===== config.mk =====
export PLATFORM = sky130hd
export DESIGN_NAME = hazard_lock_unit
export DESIGN_NICKNAME = d
export VERILOG_FILES = /design/src/rtl/hazard_lock_unit_pkg.sv /design/src/rtl/hazard_lock_unit_sat_counter16.sv /design/src/rtl/hazard_lock_unit.sv
export SDC_FILE = /design/constraint.sdc
export NUM_CORES = 1
export LEC_CHECK = 0
export ABC_AREA = 1
export CORE_ASPECT_RATIO = 1.25
export CORE_MARGIN = 2
export CORE_UTILIZATION = 45
export DETAILED_ROUTE_END_ITERATION = 6
export PLACE_DENSITY = 0.73
export SLEW_MARGIN = 0
export SYNTH_ARGS = -nofsm -noshare
export SYNTH_HDL_FRONTEND = slang
export SYNTH_HIERARCHICAL = 1
export SYNTH_SLANG_ARGS = --single-unit

===== constraint.sdc =====
create_clock -name clk -period 2.5 [get_ports clk]
set_input_delay 0.375 -clock clk [delete_from_list [all_inputs] [get_ports clk]]
set_output_delay 0.375 -clock clk [all_outputs]
set_load 0.02 [all_outputs]

===== src/rtl/hazard_lock_unit_pkg.sv =====
// -----------------------------------------------------------------------------
// hazard_lock_unit_pkg
// Shared definitions for the decode->ALU interlock: instruction field widths,
// the load opcode, interlock FSM state encoding, the bundled pipeline control
// word and a small source/destination match helper.
// -----------------------------------------------------------------------------
package hazard_lock_unit_pkg;

  localparam int OPCODE_SIZE   = 7;
  localparam int REG_ADDR_SIZE = 5;

  localparam logic [OPCODE_SIZE-1:0] LOAD_OPCODE_DEFAULT = 7'b0000011;

  // Cache-wait counter width; the counter saturates at its all-ones value.
  localparam int WAIT_CNT_W = 8;
  localparam logic [WAIT_CNT_W-1:0] WAIT_CNT_SAT = 8'hFF;

  // Flush counter only ever holds FLUSH_CYCLES-1, i.e. at most 2.
  localparam int FLUSH_CNT_W = 2;

  typedef enum logic [1:0] {
    ST_RUN      = 2'b00,
    ST_MEM_WAIT = 2'b01,
    ST_FLUSH    = 2'b10
  } hl_state_e;

  // Control word driven towards the pipeline registers.
  typedef struct packed {
    logic locker;      // 1 = decode/ALU and later registers advance
    logic front_hold;  // 1 = PC and IF/ID hold
    logic bubble;      // 1 = value captured into decode/ALU is a bubble
  } pipe_ctrl_t;

  localparam pipe_ctrl_t CTRL_PASS   = '{locker: 1'b1, front_hold: 1'b0, bubble: 1'b0};
  localparam pipe_ctrl_t CTRL_FREEZE = '{locker: 1'b0, front_hold: 1'b1, bubble: 1'b0};
  localparam pipe_ctrl_t CTRL_BUBBLE = '{locker: 1'b1, front_hold: 1'b0, bubble: 1'b1};
  localparam pipe_ctrl_t CTRL_STALL  = '{locker: 1'b1, front_hold: 1'b1, bubble: 1'b1};

  // True when the decode instruction really reads src and src equals dst.
  function automatic logic reg_match(
    input logic                     use_src,
    input logic [REG_ADDR_SIZE-1:0] src,
    input logic [REG_ADDR_SIZE-1:0] dst
  );
    return use_src & (src == dst);
  endfunction

endpackage


===== src/rtl/hazard_lock_unit_sat_counter16.sv =====
// -----------------------------------------------------------------------------
// sat_counter16
// 16-bit counter that increments on every clock with inc=1 and sticks at
// 16'hFFFF. Cleared asynchronously while reset is low.
// Ports:
//   clk    in   clock, rising edge
//   reset  in   asynchronous active-low clear
//   inc    in   count this cycle
//   count  out  current count
// -----------------------------------------------------------------------------
module sat_counter16 (
  input  logic        clk,
  input  logic        reset,
  input  logic        inc,
  output logic [15:0] count
);

  // Saturating count register.
  always_ff @(posedge clk or negedge reset) begin
    if (!reset) begin
      count <= 16'h0000;
    end else if (inc && (count != 16'hFFFF)) begin
      count <= count + 16'h0001;
    end else begin
      count <= count;
    end
  end

endmodule


===== src/rtl/hazard_lock_unit.sv =====
// -----------------------------------------------------------------------------
// hazard_lock_unit
// Interlock controller on the decode->ALU boundary. Detects load-use hazards,
// data-cache misses and taken branches, and drives the advance enable, the
// front-end hold and the bubble marker captured into the decode/ALU register.
// Ports:
//   clk, reset                      clock / async active-low reset
//   opCodeEx, writeEnableEx,
//   writeBackAddrEx                 instruction currently in EX
//   dataS1AddrDec, dataS2AddrDec,
//   useS1Dec, useS2Dec              sources of the decode instruction
//   dataCacheReq, dataCacheReady    data-cache handshake of the MEM stage
//   branchTaken                     taken branch resolved in EX
//   locker                          1 = pipeline registers advance
//   frontHold                       1 = PC and IF/ID hold
//   CSLToALUMEM                     1 = decode/ALU captures a bubble
//   memTimeout                      sticky cache-wait timeout flag
//   stallCount                      saturating count of frontHold cycles
// -----------------------------------------------------------------------------
module hazard_lock_unit
  import hazard_lock_unit_pkg::*;
#(
  parameter logic [OPCODE_SIZE-1:0] LOAD_OPCODE  = LOAD_OPCODE_DEFAULT,
  parameter int                     FLUSH_CYCLES = 2,
  parameter int                     MAX_WAIT     = 15
) (
  input  logic                     clk,
  input  logic                     reset,
  input  logic [OPCODE_SIZE-1:0]   opCodeEx,
  input  logic                     writeEnableEx,
  input  logic [REG_ADDR_SIZE-1:0] writeBackAddrEx,
  input  logic [REG_ADDR_SIZE-1:0] dataS1AddrDec,
  input  logic [REG_ADDR_SIZE-1:0] dataS2AddrDec,
  input  logic                     useS1Dec,
  input  logic                     useS2Dec,
  input  logic                     dataCacheReq,
  input  logic                     dataCacheReady,
  input  logic                     branchTaken,
  output logic                     locker,
  output logic                     frontHold,
  output logic                     CSLToALUMEM,
  output logic                     memTimeout,
  output logic [15:0]              stallCount
);

  localparam logic [FLUSH_CNT_W-1:0] FLUSH_RELOAD = FLUSH_CNT_W'(FLUSH_CYCLES - 1);
  localparam logic [WAIT_CNT_W-1:0]  WAIT_LIMIT   = WAIT_CNT_W'(MAX_WAIT);

  hl_state_e              state_r;
  hl_state_e              state_next_s;
  logic [WAIT_CNT_W-1:0]  wait_cnt_r;
  logic [WAIT_CNT_W-1:0]  wait_cnt_next_s;
  logic [WAIT_CNT_W-1:0]  wait_cnt_inc_s;
  logic [FLUSH_CNT_W-1:0] flush_cnt_r;
  logic [FLUSH_CNT_W-1:0] flush_cnt_next_s;
  logic                   mem_timeout_r;
  logic                   waiting_s;
  logic                   timeout_set_s;
  logic                   miss_now_s;
  logic                   load_use_s;
  pipe_ctrl_t             ctrl_s;

  // Decision of a RUN cycle with no cache miss, reused by the MEM_WAIT ready cycle.
  pipe_ctrl_t             run_ctrl_s;
  hl_state_e              run_state_s;
  logic [FLUSH_CNT_W-1:0] run_flush_s;

  assign miss_now_s = dataCacheReq & ~dataCacheReady;

  // x0 is hard-wired zero, so a load targeting it never creates a hazard.
  assign load_use_s = (opCodeEx == LOAD_OPCODE) & writeEnableEx &
                      (writeBackAddrEx != 5'd0) &
                      (reg_match(useS1Dec, dataS1AddrDec, writeBackAddrEx) |
                       reg_match(useS2Dec, dataS2AddrDec, writeBackAddrEx));

  assign wait_cnt_inc_s = (wait_cnt_r == WAIT_CNT_SAT) ? wait_cnt_r
                                                       : wait_cnt_r + 8'd1;

  // Branch / load-use resolution for a cycle that is not frozen by a miss.
  always_comb begin
    run_ctrl_s  = CTRL_PASS;
    run_state_s = ST_RUN;
    run_flush_s = {FLUSH_CNT_W{1'b0}};
    if (branchTaken) begin
      run_ctrl_s = CTRL_BUBBLE;
      // The first bubble is inserted this cycle; FLUSH supplies the rest.
      if (FLUSH_CYCLES > 1) begin
        run_state_s = ST_FLUSH;
        run_flush_s = FLUSH_RELOAD;
      end else begin
        run_state_s = ST_RUN;
        run_flush_s = {FLUSH_CNT_W{1'b0}};
      end
    end else if (load_use_s) begin
      // One bubble; EX holds that bubble next cycle so the hazard clears.
      run_ctrl_s = CTRL_STALL;
    end else begin
      run_ctrl_s = CTRL_PASS;
    end
  end

  // Next-state, counter and output decode of the interlock FSM.
  always_comb begin
    state_next_s     = state_r;
    wait_cnt_next_s  = wait_cnt_r;
    flush_cnt_next_s = flush_cnt_r;
    ctrl_s           = CTRL_PASS;
    waiting_s        = 1'b0;
    if (!reset) begin
      // Pipeline fills with bubbles while held in reset.
      state_next_s     = ST_RUN;
      wait_cnt_next_s  = {WAIT_CNT_W{1'b0}};
      flush_cnt_next_s = {FLUSH_CNT_W{1'b0}};
      ctrl_s           = CTRL_BUBBLE;
    end else begin
      case (state_r)
        ST_RUN: begin
          if (miss_now_s) begin
            ctrl_s          = CTRL_FREEZE;
            state_next_s    = ST_MEM_WAIT;
            wait_cnt_next_s = 8'd1;
            waiting_s       = 1'b1;
          end else begin
            ctrl_s           = run_ctrl_s;
            state_next_s     = run_state_s;
            flush_cnt_next_s = run_flush_s;
          end
        end
        ST_MEM_WAIT: begin
          if (!dataCacheReady) begin
            ctrl_s          = CTRL_FREEZE;
            wait_cnt_next_s = wait_cnt_inc_s;
            waiting_s       = 1'b1;
          end else if (flush_cnt_r != 2'd0) begin
            // Miss interrupted a flush: resume the remaining bubbles.
            ctrl_s       = CTRL_PASS;
            state_next_s = ST_FLUSH;
          end else begin
            ctrl_s           = run_ctrl_s;
            state_next_s     = run_state_s;
            flush_cnt_next_s = run_flush_s;
          end
        end
        ST_FLUSH: begin
          if (miss_now_s) begin
            // Flush count is kept so the sequence resumes after the miss.
            ctrl_s          = CTRL_FREEZE;
            state_next_s    = ST_MEM_WAIT;
            wait_cnt_next_s = 8'd1;
            waiting_s       = 1'b1;
          end else begin
            ctrl_s           = CTRL_BUBBLE;
            flush_cnt_next_s = flush_cnt_r - 2'd1;
            state_next_s     = (flush_cnt_r == 2'd1) ? ST_RUN : ST_FLUSH;
          end
        end
        default: begin
          ctrl_s           = CTRL_BUBBLE;
          state_next_s     = ST_RUN;
          wait_cnt_next_s  = {WAIT_CNT_W{1'b0}};
          flush_cnt_next_s = {FLUSH_CNT_W{1'b0}};
        end
      endcase
    end
  end

  // Timeout fires on the edge at which the wait counter reaches the limit.
  assign timeout_set_s = waiting_s & (wait_cnt_next_s >= WAIT_LIMIT);

  // State, counters and sticky timeout flag.
  always_ff @(posedge clk or negedge reset) begin
    if (!reset) begin
      state_r       <= ST_RUN;
      wait_cnt_r    <= {WAIT_CNT_W{1'b0}};
      flush_cnt_r   <= {FLUSH_CNT_W{1'b0}};
      mem_timeout_r <= 1'b0;
    end else begin
      state_r       <= state_next_s;
      wait_cnt_r    <= wait_cnt_next_s;
      flush_cnt_r   <= flush_cnt_next_s;
      mem_timeout_r <= mem_timeout_r | timeout_set_s;
    end
  end

  sat_counter16 u_stall_cnt (
    .clk   (clk),
    .reset (reset),
    .inc   (ctrl_s.front_hold),
    .count (stallCount)
  );

  assign locker      = ctrl_s.locker;
  assign frontHold   = ctrl_s.front_hold;
  assign CSLToALUMEM = ctrl_s.bubble;
  assign memTimeout  = mem_timeout_r;

endmodule

# Word level (Yosys, flattened, before mapping)
# Index checks and enable logic that the tools add are counted.
# op_classes
n_addsub	3
magnitude_cmp	1
eq_ne	12
n_mux	32
bitwise_logic	10
n_reduce_logical	6
# ops
op	count
2-to-1 mux 8 bit	4
2-to-1 mux 2 bit	14
adder 16 x 1 -> 16 bit, second input constant	1
inequality test 16 bit, second input constant	1
one-hot mux 8 bit (2 select lines)	1
2-to-1 mux 3 bit	5
inequality test 3 bit, second input constant	4
one-hot mux 2 bit (3 select lines)	2
== test 5 bit	2
one-hot mux 3 bit (3 select lines)	1
adder 8 x 1 -> 8 bit, second input constant	1
== test 8 bit, second input constant	1
>= comparator 8 x 4 -> 1 bit, second input constant	1
bitwise AND 1 bit	7
== test 7 x 2 -> 1 bit, second input constant	1
nonzero test 5 bit	1
== test 2 x 1 -> 1 bit, second input constant	2
2-to-1 mux 1 bit	4
AND reduction 4 bit	1
== test 2 bit, second input constant	1
logical NOT 2 bit	1
OR 1 bit	2
one-hot mux 1 bit (2 select lines)	1
nonzero test 2 bit	1
other kinds (4)	4
# word_totals
ff_bits	29
in_bits	30
output_inout_bits	20
elab_cells	69

# Longest topological paths before layout
# Gate-level depths: netlist of run 1.
# depth
ltp_word	11
ltp_mapped	16
depth_no_buf	16

# Modules after synthesis
# The synthesis of run 1 kept the hierarchy.
# modules_own_cells
module	instances	cells_each	area_per_inst_um2	seq_area_each_um2
hazard_lock_unit	1	189	1173.6	325.3
sat_counter16	1	149	1058.5	400.4

# Least setup slack after synthesis of run 1
# No wires, ideal clock.
# synth_path
path_kind	in2reg
start	input writeBackAddrEx[0]
end	register u_stall_cnt.count[15]
setup_time_ns	0.113
arrival_time_ns	2.070
required_ns	2.387
setup_slack_ns	0.317
cell_stages	15
n_path_buf	0
path_cell_list	inv_1 > or2_2 > nand3_1 > nor3_1 > nand3_1 > nand2_1 > nand3_1 > a21oi_1 > inv_1 > nor2_1 > nand2_1 > nor2_1 > nand3_1 > nand2_1 > inv_1
# synth_via
elab_chain_cells	11
word_cells_on_any_way	16
cone_classes	2 x eq/ne; 7 x mux; 5 x bitwise; 2 x reduce/logical
# synth_lines
item	line	rtl
from (decl)	hazard_lock_unit.sv:31	input logic [REG_ADDR_SIZE-1:0] writeBackAddrEx,
== test 5 bit	hazard_lock_unit_pkg.sv:45	return use_src & (src == dst);
bitwise AND 1 bit	hazard_lock_unit_pkg.sv:45	
OR 1 bit	hazard_lock_unit.sv:73	(reg_match(useS1Dec, dataS1AddrDec, writeBackAddrEx) |
bitwise AND 1 bit *	hazard_lock_unit.sv:72	(writeBackAddrEx != 5'd0) &
2-to-1 mux 2 bit *	hazard_lock_unit.sv:94	end else if (load_use_s) begin
2-to-1 mux 2 bit *	hazard_lock_unit.sv:84	if (branchTaken) begin
2-to-1 mux 3 bit	hazard_lock_unit.sv:134	end else if (flush_cnt_r != 2'd0) begin
2-to-1 mux 3 bit	hazard_lock_unit.sv:130	if (!dataCacheReady) begin
one-hot mux 3 bit (3 select lines) *	hazard_lock_unit.sv:116	case (state_r)
2-to-1 mux 3 bit *	hazard_lock_unit.sv:109	if (!reset) begin
net frontHold	hazard_lock_unit.sv:40	output logic frontHold,
logical AND 1 bit *	hazard_lock_unit_sat_counter16.sv:22	end else if (inc && (count != 16'hFFFF)) begin
to (signal assigned)	hazard_lock_unit_sat_counter16.sv:23	count <= count + 16'h0001;
to (signal assigned)	hazard_lock_unit_sat_counter16.sv:25	count <= count;
to (decl)	hazard_lock_unit_sat_counter16.sv:15	output logic [15:0] count
# The timed path passes the listed nets; every way through them passes the cells marked *.
# A chain may end at the register's enable or synchronous reset.

# Worst setup path in the final report of run 1
# layout_path
start	input writeBackAddrEx[0]
end	output frontHold
# layout_via
elab_chain_cells	10
word_cells_on_any_way	15
cone_classes	2 x eq/ne; 7 x mux; 5 x bitwise; 1 x reduce/logical
# layout_lines
item	line
== test 5 bit	hazard_lock_unit_pkg.sv:45
bitwise AND 1 bit	hazard_lock_unit_pkg.sv:45
OR 1 bit	hazard_lock_unit.sv:73
bitwise AND 1 bit *	hazard_lock_unit.sv:72
2-to-1 mux 2 bit *	hazard_lock_unit.sv:94
2-to-1 mux 2 bit *	hazard_lock_unit.sv:84
2-to-1 mux 3 bit	hazard_lock_unit.sv:134
2-to-1 mux 3 bit	hazard_lock_unit.sv:130
one-hot mux 3 bit (3 select lines) *	hazard_lock_unit.sv:116
2-to-1 mux 3 bit *	hazard_lock_unit.sv:109
to (decl)	hazard_lock_unit.sv:40
# Every way passes the cells marked *; elsewhere a longest branch is shown, timed or not.

==> reports/metrics.cfg, run 1 <==
[yosys]
yosys-top-cells-area=dfrtp_1, nand2_1, inv_1
muxShareOfSynthArea=0.004484
yosys.area_share.simple=0.4389
synth_top_family_by_area=simple AND/OR/NAND/NOR gates
synth-compound-area-share=0.08576
synth-edff-count=0
yosys.area.top_type=dfrtp_1
netlist.area_leader.share=0.3251
synthAdderAreaFrac=0.02242
synth_cells=338
syn_area_mm2=0.002232
yosys.area_share.xor_xnor=0.03924
synthFlopType=dfrtp_1
ys_seq_area_frac=0.3251
synth_seq_cells=29
yosysWarnings=6
syn_nets=372
avgSynthCellArea_um2=6.604
async_flop_share=1.000
ys_types=30

[timing]
rsz0062_at_grt=no
finClkSkew_ns=0.004562
timing.slew.headroom=0.7339
min_period_ns=2.325
post-route-period-util=0.9300
setup_viol=0
tightest_slew_ns=0.3992
drv_slew=0
hold_violations=0
max_freq_mhz=430.1

[clocking]
post_cts_resized=2
clk-insertion-delay-late_ns=0.28
h-tree-depth=2
cts_setup_buffers=0
cts_root_buf=clkbuf_8
cts_tree=yes
cts_num_sinks=29
path_clk_slew_ns=0.06
cts_buffers=5
max-clock-path-buffers=2
postCtsHoldBufs=0

[grt]
grtUsageTotal=0.2180
grt_pass1_wl_um=9280
overflow=0
grt_antenna_before_repair=0
first_global_vias=2164
grt_max_degree=34

[worst_setup_path]
required_ns=2.12
cp-end-kind=output port
crit_type=primary input to output port
startpoint_type=primary input
slowest_delay_ns=0.45
crit_top_cell=nand3_1
critPathArrivalTime_ns=1.95
critPathMaxFanout=4
crit_slowest_cell=clkdlybuf4s50_1
path_cells=clkdlybuf4s50_1, inv_1, or2_2, nand3_1, nor3_1, nand3_1, nand2_1, nand3_1, a21oi_1, clkbuf_2

[power]
p_int_mw=0.9226
peakVddDrop_mv=0.4014
p_leak_nw=1.417
seqPwrFrac=0.419
p_clk_frac=0.263
pwr-share-comb=0.319
p_switching_mw=0.4905
swShare=0.3471
power.density_mw_per_mm2=478.6

[layout]
register_area_um2=725.7
nFillCells=443
stdcell_area_mm2=0.002953
post_layout_nonfiller_instances=465
layout-drive-gt1-share=0.1259
fin_nets=438
n_antenna_cell=0
layout-area-overhead-vs-synth_pct=32.29
final_util=0.6197
multi_input_area_mm2=0.001319

[place]
place.gp.congestion=0.8094
port_buffers=49
place_inst=457
placed_area_mm2=0.002878
dp_hpwl_um=4233

[die]
chipWidth_um=67.00
die_area_mm2=0.005544
start_util=0.4685
core_area_mm2=0.004765
row_count=28
die_h_um=82.75
pin_count=50

[route]
drt-wirelength-per-cell_um=11.72
dr.pass1.iters=4
ant_nets=0
vias_per_cell=4.996
totalWireLength_um=5451
num_vias=2323
drtIter0Drc=126
drc=0

[status]
status=finished clean

[worst_hold_path]
hp-class=primary input to async pin

[flow_run]
cap_violations=0

[logic make-up after synthesis]
group / Yosys count
buffers and inverters: 46
xor gates and xnor gates: 10
and+or+nand+nor: 214
DFF: 29
muxes: 1
AOI/OAI and AO/OA: 34
adders and majority gates: 4
[sequential cells by signal (all words and copies together), names as in the netlist]
register and cells:
memTimeout 1, flush_cnt_r 2, u_stall_cnt/count 16, state_r 2
wait_cnt_r 8
[layout make-up]
cell class / instances / area share
timing repair buffer: 61 / 0.1983
tap: 60 / 0.02542
clock inverter: 2 / 0.003390
sequential: 29 / 0.2458
inverter: 44 / 0.05593
multi-input combinational: 263 / 0.4466
clock buffer: 6 / 0.02458
[cell usage after synthesis (all sizes together) (2+ instances only)]
master / number
dfrtp: 29
nor2: 36
or2: 2
nor3: 4
xor2: 3
a21oi: 11
ha: 4
buf: 2
nand3: 27
nand4: 8
o21ai: 19
nand2: 136
inv: 43
xnor2: 7
[per-stage QoR]
step                power, mW  setup TNS, ns  setup WS, ns  hold WS, ns
floorplan              0.8321              0        0.3166      0.07941
global placement        1.045        -0.3242       -0.2166       0.4796
detailed placement      1.052        -0.4671       -0.2602       0.5035
CTS                     1.431              0       0.01484       0.5201
global route            1.501              0       0.02553       0.5353
finish                  1.413              0        0.1751       0.5193
[critical path, delay by kind of cell]
family | cells | cell delay (ns)
simple gates | 6 | 0.59
buf+inv | 3 | 0.78
compound gates | 1 | 0.20
[final timing paths]
kind / start / to / slack (ns) / depth (start not counted)
max: writeBackAddrEx[0] / frontHold / 0.18 / 10
min: reset / u_stall_cnt/count[13]$_DFFE_PN0P_ / 0.52 / 2
max reg2reg: flush_cnt_r[0]$_DFFE_PN0P_ / u_stall_cnt/count[15]$_DFFE_PN0P_ / 0.47 / 14
min reg2reg: memTimeout$_DFF_PN0_ / memTimeout$_DFF_PN0_ / 0.52 / 2
max in group asynchronous: reset / state_r[0]$_DFFE_PN0N_ / 1.69 / 2
min in group clk: memTimeout$_DFF_PN0_ / memTimeout$_DFF_PN0_ / 0.52 / 2
[per-layer routing]
layer  up-vias  global-route usage  wire [um]
met5         -                   0          0
met4         0             0.07959        112
met3        12             0.03523        228
met2        57              0.4080       2762
met1      1048              0.2466       2347
li1       1206                   -          -
[power groups by stage]
stage / logic [mW] / registers (mW) / clock network (mW)
finish: 0.451 / 0.591 / 0.371
global route: 0.498 / 0.603 / 0.399
CTS: 0.455 / 0.592 / 0.384
detailed placement: 0.455 / 0.598 / 0
global placement: 0.446 / 0.599 / 0
floorplan: 0.195 / 0.637 / 0
[cell usage in the layout, fill, tap and decap left out, types with 2 or more instances in the layout]
cell type,count
buf_4,11
nand4_1,7
nand2_4,3
inv_2,4
dfrtp_1,29
xor2_1,3
inv_1,39
xnor2_1,7
a21oi_1,10
nor3_1,4
or2_2,2
nand2_2,8
clkdlybuf4s50_1,46
o21ai_0,16
clkbuf_8,5
ha_1,4
clkinv_2,2
nor2_4,6
nor2_1,27
nand2_1,125
o21ai_2,2
nor2_2,3
clkbuf_2,2
nand3_1,27
(Power assumes the default switching activity.)
==> run 2, diff against run 1 <==
--- a/config.mk
+++ b/config.mk
@@ -11,7 +11,7 @@
 export CORE_UTILIZATION = 45
 export DETAILED_ROUTE_END_ITERATION = 6
 export PLACE_DENSITY = 0.73
-export SLEW_MARGIN = 0
+export SLEW_MARGIN = 20
 export SYNTH_ARGS = -nofsm -noshare
 export SYNTH_HDL_FRONTEND = slang
 export SYNTH_HIERARCHICAL = 1
==> results of run 2 <==
No change in the layout: final DEF, timing and power equal those of run 1.
==> run 3, diff against run 2 <==
--- a/config.mk
+++ b/config.mk
@@ -8,9 +8,10 @@
 export ABC_AREA = 1
 export CORE_ASPECT_RATIO = 1.25
 export CORE_MARGIN = 2
-export CORE_UTILIZATION = 45
+export CORE_UTILIZATION = 51
+export CTS_CLUSTER_DIAMETER = 80
 export DETAILED_ROUTE_END_ITERATION = 6
-export PLACE_DENSITY = 0.73
+export PLACE_DENSITY = 0.81
 export SLEW_MARGIN = 20
 export SYNTH_ARGS = -nofsm -noshare
 export SYNTH_HDL_FRONTEND = slang
==> run 3 against run 2 <==
Net effect: cell count fell by 0.43%; via count rose by 1.3%; setup slack got worse by 0.058 ns; utilization rose by 10 points; cell area rose by 0.68%; largest cell class unchanged.
==> reports/metrics.cfg, run 3 (synthesis results as in run 1) <==
[layout]
largest_reg_flops=16  ; unchanged
largest-register=u_stall_cnt/count  ; unchanged
final_cell_mix=nand2_1, clkdlybuf4s50_1, inv_1  ; unchanged
layout-drive-gt1-share=0.1302  ; was 0.1259
top_regs=u_stall_cnt/count (16), wait_cnt_r (8)  ; unchanged
final_common_cell=nand2_1  ; unchanged
register_area_um2=725.7  ; unchanged
post_layout_nonfiller_instances=463  ; was 465
layout-area-overhead-vs-synth_pct=33.18  ; was 32.29%
n_antenna_cell=0  ; unchanged
nFillCells=366  ; was 443
fin_nets=440  ; was 438
multi_input_area_mm2=0.001323  ; was 0.001319 mm^2
final_util=0.7196  ; was 0.6197

[power]
seqPwrFrac=0.420  ; was 0.419
p_switching_mw=0.4793  ; was 0.4905 mW
pwr-share-comb=0.325  ; was 0.319
swShare=0.3410  ; was 0.3471
power.density_mw_per_mm2=472.7  ; was 478.6 mW/mm^2
p_clk_frac=0.255  ; was 0.263
p_int_mw=0.9261  ; was 0.9226 mW
power.total_mw=1.405  ; was 1.413 mW
p_leak_nw=1.427  ; was 1.417 nW
peakVddDrop_mv=0.5008  ; was 0.4014 mV

[clocking]
max-clock-path-buffers=2  ; unchanged
cts_setup_buffers=0  ; unchanged
cts_num_sinks=29  ; unchanged
clk-insertion-delay-late_ns=0.28  ; about the same
path_clk_slew_ns=0.06  ; about the same
cts_root_buf=clkbuf_8  ; unchanged
h-tree-depth=2  ; unchanged
cts_tree=yes  ; unchanged
cts_buffers=5  ; unchanged

[grt]
use_met3=0.04783  ; was 0.03523
use_met1=0.2779  ; was 0.2466
busiest_layer=met2  ; unchanged
grt_antenna_before_repair=0  ; unchanged
overflow=0  ; unchanged
grtUsageTotal=0.2443  ; was 0.2180
use_met2=0.4447  ; was 0.4080
grt_pass1_wl_um=9742  ; was 9280 um
first_global_vias=2262  ; was 2164
grt_max_degree=34  ; unchanged

[route]
ant_nets=0  ; unchanged
totalWireLength_um=5354  ; was 5451 um
drt-wirelength-per-cell_um=11.56  ; was 11.72 um
num_vias=2353  ; was 2323
drc=0  ; unchanged
dr.pass1.iters=4  ; unchanged
drtIter0Drc=112  ; was 126
vias_per_cell=5.082  ; was 4.996

[timing]
setup_viol=0  ; unchanged
drv_slew=0  ; unchanged
hold_violations=0  ; unchanged
finClkSkew_ns=0.004068  ; was 0.004562 ns
max_freq_mhz=419.6  ; was 430.1 MHz
min_period_ns=2.383  ; was 2.325 ns
timing.slew.headroom=0.7330  ; was 0.7339
post-route-period-util=0.9533  ; was 0.9300
tightest_slew_ns=0.4006  ; was 0.3992 ns
rsz0062_at_grt=yes  ; was no

[worst_setup_path]
critPathArrivalTime_ns=2.01  ; was 1.95 ns
startpoint_type=primary input  ; unchanged
crit_slowest_cell=clkdlybuf4s50_1  ; unchanged
r2r_cells=14  ; unchanged
required_ns=2.12  ; about the same
crit_type=primary input to output port  ; unchanged
cp-end-kind=output port  ; unchanged
slowest_delay_ns=0.50  ; was 0.45 ns
path_cells=clkdlybuf4s50_1, inv_1, nand2_1, o21ai_0, nor3_1, nand3_1, nand2_1, nand3_1, a21oi_2, buf_4, clkbuf_4  ; was clkdlybuf4s50_1, inv_1, or2_2, nand3_1, nor3_1, nand3_1, nand2_1, nand3_1, a21oi_1, clkbuf_2
critPathMaxFanout=4  ; unchanged

[status]
status=finished clean  ; unchanged

[flow_run]
cap_violations=0  ; unchanged

[worst_hold_path]
hp-class=primary input to async pin  ; unchanged

[die]
row_count=26  ; was 28
chipWidth_um=63.17  ; was 67.00 um
pin_count=50  ; unchanged
die_h_um=77.97  ; was 82.75 um
die_area_mm2=0.004925  ; was 0.005544 mm^2
core_area_mm2=0.004131  ; was 0.004765 mm^2
start_util=0.5403  ; was 0.4685

[place]
dp_hpwl_um=4235  ; was 4233 um
port_buffers=49  ; unchanged
place.gp.congestion=0.8610  ; was 0.8094
place_inst=455  ; was 457

==> run 3: changes by cell type in the layout (fill, tap and decap cells not counted), sizes merged <==
cell | before | now
buf | 12 | 14
dlygate4sd2 | 0 | 1
clkbuf | 8 | 7
==> run 3: path summary, 6_finish.rpt <==
kind,startpoint,slack (ns),endpoint
setup reg to reg,flush_cnt_r[0]$_DFFE_PN0P_,0.53,u_stall_cnt/count[15]$_DFFE_PN0P_
min in group clk,memTimeout$_DFF_PN0_,0.52,memTimeout$_DFF_PN0_
hold / removal,reset,0.52,u_stall_cnt/count[11]$_DFFE_PN0P_
hold reg to reg,memTimeout$_DFF_PN0_,0.52,memTimeout$_DFF_PN0_
max in group asynchronous,reset,1.68,u_stall_cnt/count[0]$_DFFE_PN0P_
setup / recovery,writeBackAddrEx[3],0.12,frontHold
==> run 3: through the flow <==
step | setup TNS, ns | hold slack [ns] | cell area [um^2] | setup slack [ns]
floorplan | 0 | 0.07941 | 2232 | 0.3166
global route | -0.03338 | 0.5344 | 2973 | -0.03338
CTS | 0 | 0.5198 | 2970 | 0.01273
global placement | -0.3572 | 0.4910 | 2888 | -0.2803
detailed placement | -0.4351 | 0.5033 | 2888 | -0.3236
finish | 0 | 0.5167 | 2973 | 0.1167
==> run 3: power groups by stage <==
stage | clock [mW] | combinational, mW | sequential (mW)
4_1_cts | 0.374 | 0.460 | 0.590
6_report | 0.359 | 0.457 | 0.590
3_5_place_dp | 0 | 0.457 | 0.597
2_1_floorplan | 0 | 0.195 | 0.637
5_1_grt | 0.394 | 0.508 | 0.599
3_3_place_gp | 0 | 0.447 | 0.597
==> run 3: repair_timing <==
action,in CTS,in global routing
endpoints found under the setup margin,2,3
hold buffers,0,0
resized for setup,4,4
gates cloned,0,0
endpoints found under the hold margin,0,0
==> run 3: critical path, delay by kind of cell <==
family	cells	cell delay, ns
AOI/OAI and AO/OA	2	0.22
buffers and inverters	4	0.89
and+or+nand+nor	5	0.50
==> run 3: layout make-up <==
type / instances / share of cell area
well taps: 56 / 0.02357
clock inverters: 2 / 0.003367
inverters: 44 / 0.05556
repair buffers: 63 / 0.2041
clock buffers: 6 / 0.02441
flip-flops and latches: 29 / 0.2441
multi-input cells: 263 / 0.4449
==> run 3: metal layers <==
metal	vias to the layer above	wire, um
met2	76	2729
met1	1060	2204
met5	-	0
li1	1204	-
met4	0	107
met3	13	312
